===== config.mk =====
export PLATFORM = sky130hd
export DESIGN_NAME = quadrilatero_decode_queue
export DESIGN_NICKNAME = d
export VERILOG_FILES = /design/src/rtl/quadrilatero_decode_queue_pkg.sv /design/src/rtl/quadrilatero_decode_queue_fifo.sv /design/src/rtl/quadrilatero_decode_queue.sv
export SDC_FILE = /design/constraint.sdc
export NUM_CORES = 1
export LEC_CHECK = 0
export ABC_AREA = 0
export CAP_MARGIN = 0
export CORE_UTILIZATION = 53
export DETAILED_ROUTE_END_ITERATION = 7
export GPL_TIMING_DRIVEN = 1
export PLACE_DENSITY_LB_ADDON = 0.15
export SYNTH_ARGS = -nofsm -noshare
export SYNTH_HDL_FRONTEND = slang
export SYNTH_SLANG_ARGS = --single-unit

===== constraint.sdc =====
create_clock -name clk_i -period 4.2 [get_ports clk_i]
set_input_delay 0.84 -clock clk_i [delete_from_list [all_inputs] [get_ports clk_i]]
set_output_delay 0.84 -clock clk_i [all_outputs]
set_load 0.1 [all_outputs]

===== src/rtl/quadrilatero_decode_queue_pkg.sv =====
// Shared types and encodings for the quadrilatero matrix decode front end.
package quadrilatero_pkg;

  localparam logic [6:0] MATRIX_OPCODE = 7'b0101011;
  localparam logic [4:0] F5_MLD        = 5'b00000;
  localparam logic [4:0] F5_MST        = 5'b00001;
  localparam logic [4:0] F5_MMAC_F     = 5'b00010;
  localparam logic [4:0] F5_MMAC_I     = 5'b11110;
  localparam logic [4:0] F5_MISC       = 5'b11111;
  localparam logic [1:0] MISC_MZERO    = 2'b00;
  localparam logic [1:0] MISC_MCFG     = 2'b11;

  // Micro-op fields are sized for the widest supported configuration.
  localparam int UOP_XLEN  = 32;
  localparam int UOP_REG_W = 5;
  localparam int UOP_DIM_W = 8;

  typedef enum logic [2:0] {
    UOP_MLD    = 3'd0,
    UOP_MST    = 3'd1,
    UOP_MMAC_F = 3'd2,
    UOP_MMAC_I = 3'd3,
    UOP_MZERO  = 3'd4
  } uop_class_e;

  typedef enum logic [1:0] {
    EW_B = 2'd0,
    EW_H = 2'd1,
    EW_W = 2'd2,
    EW_D = 2'd3
  } elem_width_e;

  typedef struct packed {
    uop_class_e           cls;
    elem_width_e          ew;
    logic [UOP_REG_W-1:0] md;
    logic [UOP_REG_W-1:0] ms1;
    logic [UOP_REG_W-1:0] ms2;
    logic [UOP_XLEN-1:0]  rs1;
    logic [UOP_XLEN-1:0]  rs2;
    logic [UOP_DIM_W-1:0] m;
    logic [UOP_DIM_W-1:0] n;
    logic [UOP_DIM_W-1:0] k;
  } uop_t;

  // A zero dimension is meaningless, so it is promoted to 1.
  function automatic logic [7:0] clamp_dim(input logic [7:0] v, input logic [7:0] max_v);
    logic [7:0] r;
    if (v == 8'd0) begin
      r = 8'd1;
    end else if (v > max_v) begin
      r = max_v;
    end else begin
      r = v;
    end
    return r;
  endfunction

endpackage


===== src/rtl/quadrilatero_decode_queue_fifo.sv =====
// Generic type-parametrised FIFO with synchronous flush; DEPTH need not be a power of 2.
module quadrilatero_fifo #(
  parameter int DEPTH = 4,
  parameter type T = logic
) (
  input  logic clk,
  input  logic rst_n,
  input  logic flush,
  input  logic push,
  input  T     push_data,
  input  logic pop,
  output T     head,
  output logic valid,
  output logic empty,
  output logic full
);

  localparam int PTR_W = (DEPTH > 1) ? $clog2(DEPTH) : 1;
  localparam int CNT_W = $clog2(DEPTH + 1);

  T                 mem_r [DEPTH];
  logic [PTR_W-1:0] wr_ptr_r, rd_ptr_r;
  logic [CNT_W-1:0] count_r;
  logic             do_push_s, do_pop_s;

  function automatic logic [PTR_W-1:0] bump(input logic [PTR_W-1:0] p);
    if (p == PTR_W'(DEPTH - 1)) begin
      return '0;
    end else begin
      return p + PTR_W'(1);
    end
  endfunction

  // Flush suppresses both push and pop in the same cycle.
  always_comb begin
    do_push_s = push && !flush && (count_r != CNT_W'(DEPTH));
    do_pop_s  = pop && !flush && (count_r != '0);
  end

  // Pointer and occupancy bookkeeping.
  always_ff @(posedge clk or negedge rst_n) begin
    if (!rst_n) begin
      wr_ptr_r <= '0;
      rd_ptr_r <= '0;
      count_r  <= '0;
    end else if (flush) begin
      wr_ptr_r <= '0;
      rd_ptr_r <= '0;
      count_r  <= '0;
    end else begin
      if (do_push_s) wr_ptr_r <= bump(wr_ptr_r);
      if (do_pop_s)  rd_ptr_r <= bump(rd_ptr_r);
      case ({do_push_s, do_pop_s})
        2'b10:   count_r <= count_r + CNT_W'(1);
        2'b01:   count_r <= count_r - CNT_W'(1);
        default: count_r <= count_r;
      endcase
    end
  end

  // Entry storage; contents are only meaningful while counted as occupied.
  always_ff @(posedge clk) begin
    if (do_push_s) mem_r[wr_ptr_r] <= push_data;
  end

  assign head  = mem_r[rd_ptr_r];
  assign valid = (count_r != '0);
  assign empty = (count_r == '0);
  assign full  = (count_r == CNT_W'(DEPTH));

endmodule


===== src/rtl/quadrilatero_decode_queue.sv =====
// Matrix instruction decode, local MCFG handling and micro-op queue.
// Optional perf counters: define QUADRILATERO_DECODE_PERF_EN.
module quadrilatero_decode_queue
  import quadrilatero_pkg::*;
#(
  parameter int N_REGS    = 8,
  parameter int DEPTH     = 4,
  parameter int XLEN      = 32,
  parameter int MAX_DIM   = 4,
  parameter int ENABLE_64 = 0
) (
  input  logic                              clk_i,
  input  logic                              rst_ni,
  input  logic                              issue_valid_i,
  output logic                              issue_ready_o,
  input  logic [31:0]                       issue_instr_i,
  input  logic [XLEN-1:0]                   issue_rs1_i,
  input  logic [XLEN-1:0]                   issue_rs2_i,
  output logic                              issue_accept_o,
  input  logic                              flush_i,
  output logic                              uop_valid_o,
  input  logic                              uop_ready_i,
  output uop_t                              uop_o,
  output logic [3*$clog2(MAX_DIM+1)-1:0]    cfg_o,
  output logic                              empty_o
`ifdef QUADRILATERO_DECODE_PERF_EN
  ,
  output logic [31:0]                       perf_accepted_o,
  output logic [31:0]                       perf_illegal_o,
  output logic [31:0]                       perf_stall_o
`endif
);

  localparam int         REG_W    = $clog2(N_REGS);
  localparam int         DIM_W    = $clog2(MAX_DIM + 1);
  localparam logic [5:0] N_REGS_L = 6'(N_REGS);

  logic             class_ok_s, ew_ok_s, regs_ok_s, legal_s, is_mcfg_s;
  logic             ready_s, push_s, mcfg_fire_s;
  logic             fifo_full_s, fifo_empty_s;
  logic [2:0]       ew_field_s;
  uop_class_e       cls_s;
  uop_t             uop_in_s;
  logic [DIM_W-1:0] m_r, n_r, k_r;

  // Instruction classification and legality.
  always_comb begin
    cls_s      = UOP_MLD;
    class_ok_s = 1'b0;
    is_mcfg_s  = 1'b0;
    ew_field_s = issue_instr_i[14:12];
    case (issue_instr_i[31:27])
      F5_MLD:    begin cls_s = UOP_MLD;    class_ok_s = 1'b1; end
      F5_MST:    begin cls_s = UOP_MST;    class_ok_s = 1'b1; end
      F5_MMAC_F: begin cls_s = UOP_MMAC_F; class_ok_s = 1'b1; end
      F5_MMAC_I: begin cls_s = UOP_MMAC_I; class_ok_s = 1'b1; end
      F5_MISC: begin
        if (issue_instr_i[26:25] == MISC_MZERO) begin
          cls_s      = UOP_MZERO;
          class_ok_s = 1'b1;
        end else if (issue_instr_i[26:25] == MISC_MCFG) begin
          is_mcfg_s  = 1'b1;
          class_ok_s = 1'b1;
        end else begin
          class_ok_s = 1'b0;
        end
      end
      default: class_ok_s = 1'b0;
    endcase
    ew_ok_s   = (ew_field_s < 3'd3) || ((ew_field_s == 3'd3) && (ENABLE_64 != 0));
    regs_ok_s = is_mcfg_s ||
                (({1'b0, issue_instr_i[11:7]}  < N_REGS_L) &&
                 ({1'b0, issue_instr_i[19:15]} < N_REGS_L) &&
                 ({1'b0, issue_instr_i[24:20]} < N_REGS_L));
    legal_s   = (issue_instr_i[6:0] == MATRIX_OPCODE) && class_ok_s && ew_ok_s && regs_ok_s;
  end

  // Handshake: illegal ops are consumed at once, MCFG waits for an empty queue.
  always_comb begin
    ready_s = 1'b0;
    if (issue_valid_i && !flush_i) begin
      if (!legal_s) begin
        ready_s = 1'b1;
      end else if (is_mcfg_s) begin
        ready_s = fifo_empty_s;
      end else begin
        ready_s = !fifo_full_s;
      end
    end else begin
      ready_s = 1'b0;
    end
    push_s      = ready_s && legal_s && !is_mcfg_s;
    mcfg_fire_s = ready_s && legal_s && is_mcfg_s;
  end

  always_comb begin
    uop_in_s     = '0;
    uop_in_s.cls = cls_s;
    uop_in_s.ew  = elem_width_e'(ew_field_s[1:0]);
    uop_in_s.md  = UOP_REG_W'(issue_instr_i[7+:REG_W]);
    uop_in_s.ms1 = UOP_REG_W'(issue_instr_i[15+:REG_W]);
    uop_in_s.ms2 = UOP_REG_W'(issue_instr_i[20+:REG_W]);
    uop_in_s.rs1 = UOP_XLEN'(issue_rs1_i);
    uop_in_s.rs2 = UOP_XLEN'(issue_rs2_i);
    uop_in_s.m   = UOP_DIM_W'(m_r);
    uop_in_s.n   = UOP_DIM_W'(n_r);
    uop_in_s.k   = UOP_DIM_W'(k_r);
  end

  // Active M/N/K configuration, survives flush.
  always_ff @(posedge clk_i or negedge rst_ni) begin
    if (!rst_ni) begin
      m_r <= DIM_W'(MAX_DIM);
      n_r <= DIM_W'(MAX_DIM);
      k_r <= DIM_W'(MAX_DIM);
    end else if (mcfg_fire_s) begin
      m_r <= DIM_W'(clamp_dim(issue_rs1_i[7:0],   8'(MAX_DIM)));
      n_r <= DIM_W'(clamp_dim(issue_rs1_i[15:8],  8'(MAX_DIM)));
      k_r <= DIM_W'(clamp_dim(issue_rs1_i[23:16], 8'(MAX_DIM)));
    end
  end

  quadrilatero_fifo #(
    .DEPTH (DEPTH),
    .T     (uop_t)
  ) u_fifo (
    .clk       (clk_i),
    .rst_n     (rst_ni),
    .flush     (flush_i),
    .push      (push_s),
    .push_data (uop_in_s),
    .pop       (uop_ready_i),
    .head      (uop_o),
    .valid     (uop_valid_o),
    .empty     (fifo_empty_s),
    .full      (fifo_full_s)
  );

  assign issue_ready_o  = ready_s;
  assign issue_accept_o = ready_s && legal_s;
  assign empty_o        = fifo_empty_s;
  assign cfg_o          = {k_r, n_r, m_r};

`ifdef QUADRILATERO_DECODE_PERF_EN
  logic [31:0] perf_acc_r, perf_ill_r, perf_stall_r;

  // Saturating event counters, cleared only by reset.
  always_ff @(posedge clk_i or negedge rst_ni) begin
    if (!rst_ni) begin
      perf_acc_r   <= 32'd0;
      perf_ill_r   <= 32'd0;
      perf_stall_r <= 32'd0;
    end else begin
      if (ready_s && legal_s && (perf_acc_r != 32'hFFFF_FFFF))  perf_acc_r <= perf_acc_r + 32'd1;
      if (ready_s && !legal_s && (perf_ill_r != 32'hFFFF_FFFF)) perf_ill_r <= perf_ill_r + 32'd1;
      if (issue_valid_i && !ready_s && (perf_stall_r != 32'hFFFF_FFFF))
        perf_stall_r <= perf_stall_r + 32'd1;
    end
  end

  assign perf_accepted_o = perf_acc_r;
  assign perf_illegal_o  = perf_ill_r;
  assign perf_stall_o    = perf_stall_r;
`endif

endmodule


== Word-level counts from Yosys, hierarchy flattened ==
Memory sizes are Yosys's and may differ from the RTL's.
Cells that the tools add are included.

* $add $sub $neg: 4
* Magnitude comparators: 7
* Equality and inequality tests: 12
* Muxes and demuxes: 26
* Reduce and logical (&&, ||, !) cells: 28

{| class="wikitable"
|+ Operators by type and width
! kind !! count
|-
| > comparator 8 x 3 -> 1 bit (second input constant) || 3
|-
| zero test 8 bit || 3
|-
| two-way mux 3 bit || 8
|-
| < comparator 5 x 4 -> 1 bit (second input constant) || 3
|-
| logical AND 1 bit || 13
|-
| two-way mux 2 bit || 6
|-
| case mux 3 bit (4 select lines) || 1
|-
| equality test 5 bit (second input constant) || 2
|-
| two-way mux 1 bit || 9
|-
| equality test 2 bit (second input constant) || 4
|-
| equality test 7 x 6 -> 1 bit (second input constant) || 1
|-
| case mux 3 bit (2 select lines) || 1
|-
| nonzero test 3 bit || 2
|-
| equality test 5 x 1 -> 1 bit (second input constant) || 1
|-
| equality test 5 x 2 -> 1 bit (second input constant) || 1
|-
| zero test 5 bit || 1
|-
| adder 2 x 1 -> 2 bit (second input constant) || 2
|-
| nonzero test 2 bit || 2
|-
| OR reduction 4 bit || 1
|-
| adder 3 x 1 -> 3 bit (second input constant) || 1
|-
| equality test 3 bit (second input constant) || 1
|-
| zero test 1 bit || 3
|-
| zero test 3 bit || 1
|-
| < comparator 3 x 2 -> 1 bit (second input constant) || 1
|-
| 6 further kinds || 6
|}

* Register bits after elaboration: 16
* Memory bits (writable): 348
* Input bits: 101
* Output and inout port bits: 121
* Word-level logic and storage cells: 84
* Memories: 1

{| class="wikitable"
|+ Memories
! name !! depth !! bits a word !! rd ports !! clocked after memory_dff !! wr ports !! RTL line !! text
|-
| u_fifo.mem_r || 4 || 87 || 1 || 0 || 1 || quadrilatero_decode_queue_fifo.sv:21 || <nowiki>T mem_r [DEPTH];</nowiki>
|}

== Longest topological paths before layout ==
Gate-level depths: netlist (run 1).

* Depth in word-level cells: 16
* Depth in mapped cells: 10
* Gate-level depth less buffers: 10

== Cells and area by module ==
A second synthesis (run 1) with hierarchy kept.

* Cell total of the unflattened synthesis: 699
* Area, all modules: 16761.1 µm²

{| class="wikitable"
|+ By module, submodules not included
! module !! times used !! cells an instance !! area each (µm²) !! sequential area each (µm²)
|-
| quadrilatero_fifo || 1 || 617 || 16044.1 || 13147.6
|-
| quadrilatero_decode_queue || 1 || 82 || 716.9 || 229.0
|}

== Worst setup path before layout (run 1) ==
No wires, ideal clock.

* Path kind: register to output
* Start: register u_fifo.count_r[1]
* End: output issue_accept_o
* Arrival time: 5436 ps
* Data required time: 3360 ps
* Slack: -2076 ps
* Stages on the path, launching flop included: 6
* Buffers on the path: 1
* Cells stage by stage: dfrtp_1 -> or3_1 -> clkbuf_1 -> inv_1 -> a21oi_1 -> nor4b_1

* Elaborated cells on any way between the ends: 7
* Those cells by class: 1 x eq/ne; 3 x mux; 3 x reduce/logical

{| class="wikitable"
|+ RTL lines
! what !! RTL line !! text
|-
| start, declared || quadrilatero_decode_queue_fifo.sv:23 || <nowiki>logic [CNT_W-1:0] count_r;</nowiki>
|-
| start signal, assigned || quadrilatero_decode_queue_fifo.sv:54 || <nowiki>2'b10: count_r <= count_r + CNT_W'(1);</nowiki>
|-
| start signal, assigned || quadrilatero_decode_queue_fifo.sv:55 || <nowiki>2'b01: count_r <= count_r - CNT_W'(1);</nowiki>
|-
| start signal, assigned || quadrilatero_decode_queue_fifo.sv:56 || <nowiki>default: count_r <= count_r;</nowiki>
|-
| zero test 3 bit || quadrilatero_decode_queue_fifo.sv:68 || <nowiki>assign empty = (count_r == '0);</nowiki>
|-
| named net empty_o || quadrilatero_decode_queue.sv:25 || <nowiki>output logic empty_o</nowiki>
|-
| two-way mux 1 bit || quadrilatero_decode_queue.sv:84 || <nowiki>end else if (is_mcfg_s) begin</nowiki>
|-
| two-way mux 1 bit || quadrilatero_decode_queue.sv:82 || <nowiki>if (!legal_s) begin</nowiki>
|-
| two-way mux 1 bit || quadrilatero_decode_queue.sv:81 || <nowiki>if (issue_valid_i && !flush_i) begin</nowiki>
|-
| logical AND 1 bit || quadrilatero_decode_queue.sv:140 || <nowiki>assign issue_accept_o = ready_s && legal_s;</nowiki>
|-
| end, declared || quadrilatero_decode_queue.sv:19 || <nowiki>output logic issue_accept_o,</nowiki>
|}

The timed path passes the listed nets, and every way through them passes these cells.

== Final worst setup path (run 1) ==
* Start: input issue_instr_i[0]
* End: output issue_accept_o

* Word-level cells in the longest chain between the ends: 7

{| class="wikitable"
|+ RTL lines
! what !! RTL line !! text
|-
| start, declared || quadrilatero_decode_queue.sv:16 || <nowiki>input logic [31:0] issue_instr_i,</nowiki>
|-
| equality test 7 x 6 -> 1 bit * || quadrilatero_decode_queue.sv:75 || <nowiki>legal_s = (issue_instr_i[6:0] == MATRIX_OPCODE) && class_ok_s && ew_ok_s && regs_ok_s;</nowiki>
|-
| logical AND 1 bit * (3 in series) || quadrilatero_decode_queue.sv:75 ||
|-
| two-way mux 1 bit || quadrilatero_decode_queue.sv:82 ||
|-
| two-way mux 1 bit || quadrilatero_decode_queue.sv:81 ||
|-
| logical AND 1 bit * || quadrilatero_decode_queue.sv:140 ||
|}

Mark *: on every way between the ends. The rest lies on a longest branch, timed or not.

==> flow_summary.ini, run 1 <==
[worst_setup_path]
cp.arrival_ns = 2.72
r2r_cells = 7
worstSetupEndpointType = output port
rr_startpoint = u_fifo.count_r[1]
required_ns = 3.36
crit_path_max_fanout = 3
setup.worst_path.class = in2out
r2r_slack_ns = 1.76
worstReg2RegEnd = u_fifo.count_r[2]
cp-start-kind = input port

[layout]
fillCellCount = 1652
fin_cells = 1193
drive_above_1_share = 0.323
nNetsFinal = 943
syn2layout_area_growth_pct = 25.7

[timing]
timing.hold.ws_ns = 0.562
rsz0062_at_grt = false
setup_viol = 0
post-route-min-period_ns = 3.56
worst_slack_ns = 0.636
worst_pin_slew_ns = 0.998
fin_skew_ns = 0.0174
slew_headroom = 0.333
maxSlewViolCount = 0
hold_viol = 0
fmax_ghz = 0.281
fin_crit_sh = 0.849

[clock_tree]
clk_pin_slew_worst_paths_ns = 0.06
cts_setup_buffers = 0
worstSkewPairLatency_ns = 0.51
cts_resized = 0
numCtsBuffers = 37
cts_tree = yes
clockBufferDepth = 3
clock_sinks = 364
cts_root_buf = clkbuf_16
cts_htree_levels = 2
postCtsHoldBufs = 0

[detailed_routing]
num_vias = 6669
wl_per_cell_um = 22.5
drc = 0
first_pass_iters = 5
drt-total-wl_um = 26800
via_per_inst = 5.59
final_antenna_net_count = 0
drtIter0Drc = 455

[floorplan]
die-area_mm2 = 0.0268
die_x_um = 164
coreArea_mm2 = 0.0254
boundaryPins = 222
die_h_um = 164
rows = 58
start_util = 0.545

[pwr]
pwr-share-seq = 0.527
p_total_uw = 7520
p_int_uw = 6110
p_sw_uw = 1410
pwr_density_cell_mw_per_mm2 = 432
ir_worst_vdd_mv = 0.291
leakage_uw = 0.00588
combPwrFrac = 0.033
switching_share = 0.188
pwr-share-clk = 0.440

[logic_synthesis]
synth_edf_count = 348
seq_area_frac_synth = 0.784
async_reset_ff_frac = 0.0440
synth.mux.area_fraction = 0.153
yosys.area_share.simple = 0.0266
ys.warnings.count = 0
synth_most_common_cell = edfxtp_1
ys_top_cells_by_count = edfxtp_1, mux4_2, buf_4, clkbuf_1, dfrtp_1
ys_types = 41
synth-main-ff-cell = edfxtp_1
synth_top_family_by_area = multiplexers
synthAdderAreaFrac = 0.00777
synthXorXnorAreaFrac = 0.00117
synth-compound-area-share = 0.00723
syn_area_mm2 = 0.0138
netlist.area_leader.share = 0.755
ys_ff_latch = 364
ys_top_cells_by_area = edfxtp_1, mux4_2, dfrtp_1
synth_area_leader_cell = edfxtp_1
syn_inst = 602
avgSynthCellArea_um2 = 23.0

[grt]
grt.overflow.total = 0
antenna_found_initial = 2
grt_pass1_vias = 7160
grt_first_pass_wirelength_um = 40500
grt_util_all_layers = 0.204
grt_max_degree = 54

[placed_design]
place_ws_ns = 0.596
post-dp-hpwl_um = 17100
gp_congestion = 0.775
place_inst = 1125
port_buffers = 200

[min_path]
hp-class = reg2reg
hold_depth = 0
hold_start = k_r[2]
min_to = u_fifo.mem_r[3][2]

[run_status]
outcome = completed

[run]
cap_violations = 0
==> layout make-up <==
cell class | count | area [µm²] | share of cell area
Clock buffer | 48 | 1040 | 0.0598
Tap cell | 330 | 413 | 0.0237
Clock inverter | 19 | 214 | 0.0123
Inverter | 9 | 33.8 | 0.00194
Multi-Input combinational cell | 206 | 2820 | 0.162
Timing Repair Buffer | 216 | 2010 | 0.115
Sequential cell | 364 | 10900 | 0.624
Antenna cell | 1 | 2.50 | 0.000144
==> per-stage QoR <==
stage                     cell area, µm²  TNS, ns  utilization
after floorplan                    14000   -0.155            -
after global placement             16100        0        0.636
after detailed placement           16100        0        0.636
after CTS                          17400        0        0.685
after global routing               17400        0        0.685
final                              17400        0        0.685
==> power groups by stage <==
stage | clock network, µW | registers [µW] | logic (µW)
2_1_floorplan | 0 | 4040 | 116
3_3_place_gp | 0 | 4040 | 236
3_5_place_dp | 0 | 4040 | 246
4_1_cts | 3370 | 3970 | 247
5_1_grt | 3520 | 3960 | 258
6_report | 3310 | 3970 | 246
==> metal layers <==
layer | part of all wire | global-route usage
met1 | 0.40 | 0.275
met2 | 0.51 | 0.338
met3 | 0.072 | 0.0490
met4 | 0.016 | 0.0526
met5 | 0.00048 | 0
==> cells by family (layout without fill, tap and decap cells) <==
family                   after synthesis  count (layout)
flip-flops                           364             364
multiplexers                         101             101
AND/OR/NAND/NOR                       61              61
buffers and inverters                 52             292
AO/OA/AOI/OAI                         14              14
adder cells (fa/ha/maj)                8               8
other                                  1              22
XOR/XNOR                               1               1
==> cell usage in the layout (no fill, tap or decap), types with 9 or more instances in the layout <==
master,n
edfxtp_1,348
clkdlybuf4s50_1,110
buf_4,97
mux4_2,87
clkbuf_16,39
conb_1,21
nand2_1,12
nor2_1,11
mux2_2,11
dfrtp_1,11
inv_1,9
buf_12,9
==> worst max path at each step <==
stage	from	end	slack, ns
after global placement	issue_instr_i[0]	issue_accept_o	0.60
after detailed placement	issue_instr_i[0]	issue_accept_o	0.60
final	issue_instr_i[0]	issue_accept_o	0.64
after floorplan	u_fifo.count_r[1]	issue_accept_o	-0.16
after CTS	issue_instr_i[0]	issue_accept_o	0.59
after global routing	issue_instr_i[0]	issue_accept_o	0.55
==> worst max-delay path: stages <==
cell             delay, ns
clkdlybuf4s50_1       0.45
nor4bb_1              0.29
nand3_1               0.26
or2_4                 0.35
nor4b_4               0.32
buf_12                0.21
==> state kept, by name, indices dropped and copies added (netlist names) <==
signal and flops:
u_fifo.wr_ptr_r 2, m_r 3, u_fifo.rd_ptr_r 2, u_fifo.mem_r 348
n_r 3, k_r 3, u_fifo.count_r 3
Note: power is estimated with default switching activity, not from simulation.
==> run 2, diff against run 1 <==
- clock period: 4.2 -> 3.5 ns (I/O delays scaled with it)
==> run 2 against run 1 <==
Compared with the run above: power up 16%; critical path depth unchanged; sequential share of layout area fell by 1.7 points; register-to-register slack worse by 0.79 ns; first-iteration DRC count grew 0.44%; count of clock-buffer cells in the layout down 1; via count is 0.88% lower; combinational power increased by 19%; clock power up 12%; largest cell class unchanged; largest power group unchanged.
==> flow_summary.ini, run 2 (synthesis gave the netlist of run 1 again) <==
[run_status]
outcome = completed

[clock_tree]
cts_root_buf = clkbuf_16
clockBufferDepth = 3
cts_resized = 0
numCtsBuffers = 36
cts_htree_levels = 2
clock_sinks = 364
worstSkewPairLatency_ns = 0.51
cts_tree = yes
postCtsHoldBufs = 0
cts_setup_buffers = 0
clk_pin_slew_worst_paths_ns = 0.06

[layout]
final_util = 0.704
drive_above_1_share = 0.332
regArea_mm2 = 0.0109
multiInputGateArea_mm2 = 0.00282
final_common_cell = edfxtp_1
fin_cells = 1190
regMostFlops = u_fifo.mem_r
largest_reg_flops = 348
nNetsFinal = 943
fillCellCount = 1556
syn2layout_area_growth_pct = 29.2
final_cell_mix = edfxtp_1, clkdlybuf4s50_1, mux4_2
stdcell_area_mm2 = 0.0179

[worst_setup_path]
cp_cell_sequence = clkdlybuf4s50_1, and4_2, nand3_1, a21oi_1, a31oi_4, buf_12
worstSetupEndpointType = output port
cpPeakStageDelay_ns = 0.61
setup.worst_path.class = in2out
crit_path_max_fanout = 6
cp_slowest_cell = clkdlybuf4s50_1
crit_family = buffers and inverters
cp.arrival_ns = 2.60
critPathBufInv = 2
required_ns = 2.80
cp-start-kind = input port

[floorplan]
die-area_mm2 = 0.0268
start_util = 0.545
die_h_um = 164
rows = 58
boundaryPins = 222
coreArea_mm2 = 0.0254
die_x_um = 164

[timing]
timing.hold.ws_ns = 0.555
setup_viol = 0
post-route-min-period_ns = 3.30
worst_slack_ns = 0.201
slew_headroom = 0.482
fmax_ghz = 0.303
fin_crit_sh = 0.943
worst_pin_slew_ns = 0.770
fin_skew_ns = 0.0101
maxSlewViolCount = 0
rsz0062_at_grt = false
hold_viol = 0

[grt]
grt_use_met1 = 0.269
gr-usage-met3 = 0.0503
grt_first_pass_wirelength_um = 40700
antenna_found_initial = 2
grt.overflow.total = 0
grt_max_degree = 56
grt_util_all_layers = 0.207
busiest_layer = met2
gr-usage-met2 = 0.349
grt_pass1_vias = 7144

[min_path]
hp-class = reg2reg

[detailed_routing]
drt-total-wl_um = 26700
drc = 0
wl_per_cell_um = 22.4
num_vias = 6610
first_pass_iters = 4
final_antenna_net_count = 0
drtIter0Drc = 457
via_per_inst = 5.55

[placed_design]
place_inst = 1126
place_ws_ns = 0.190
post-dp-hpwl_um = 16700
gp_congestion = 0.774
dpl-instance-area_mm2 = 0.0167
port_buffers = 200

[pwr]
pwr_density_cell_mw_per_mm2 = 490
pwr-share-seq = 0.543
ir_worst_vdd_mv = 0.311
p_int_uw = 7080
pwr-share-clk = 0.423
leakage_uw = 0.00604
p_sw_uw = 1680
combPwrFrac = 0.033
switching_share = 0.192

[run]
cap_violations = 0
run 2: changes by cell type in the layout (fill, tap and decap cells not counted):
cell | before | now
buf_12 | 9 | 58
buf_4 | 97 | 59
bufinv_16 | 5 | 3
clkbuf_1 | 6 | 9
clkbuf_16 | 39 | 38
clkbuf_8 | 3 | 0
clkdlybuf4s50_1 | 110 | 100
clkinv_1 | 8 | 6
clkinv_8 | 0 | 1
clkinvlp_4 | 0 | 2
inv_1 | 9 | 8
inv_6 | 1 | 0
run 2: power groups by stage:
stage	registers (µW)	clock network [µW]	logic [µW]
after floorplan	4850	0	139
after global placement	4850	0	281
after detailed placement	4850	0	291
after CTS	4760	3790	293
after global routing	4760	3940	308
final	4760	3710	292
run 2: worst paths after layout:
check | start | to | slack (ns) | depth (start not counted)
min in group asynchronous | rst_ni | m_r[1] | 0.64 | 1
max | issue_instr_i[31] | issue_ready_o | 0.20 | 6
max in group asynchronous | rst_ni | u_fifo.rd_ptr_r[0] | 2.30 | 1
max reg2reg | u_fifo.count_r[1] | u_fifo.count_r[2] | 0.97 | 7
min | n_r[0] | u_fifo.mem_r[3][3] | 0.55 | 0
min reg2reg | n_r[0] | u_fifo.mem_r[3][3] | 0.55 | 0
run 2: metal layers:
| metal | vias up | part of all wire | wire [µm] |
|---|---|---|---|
| met5 | - | 0.00045 | 12 |
| met4 | 2 | 0.021 | 570 |
| met2 | 236 | 0.51 | 13700 |
| li1 | 2929 | - | - |
| met1 | 3404 | 0.40 | 10600 |
| met3 | 39 | 0.068 | 1830 |
run 2: cell type report:
type / instances / share of cell area
Clock inverter: 16 / 0.00902
Sequential cell: 364 / 0.607
Antenna cell: 1 / 0.000140
Timing Repair Buffer: 217 / 0.146
Tap cell: 330 / 0.0231
Inverter: 9 / 0.00210
Multi-Input combinational cell: 206 / 0.158
Clock buffer: 47 / 0.0550
run 2: metrics by stage:
step | TNS (ns) | total power [µW]
CTS | 0 | 8840
global placement | 0 | 5130
detailed placement | 0 | 5140
finish | 0 | 8760
global route | 0 | 9010
floorplan | -0.164 | 4990
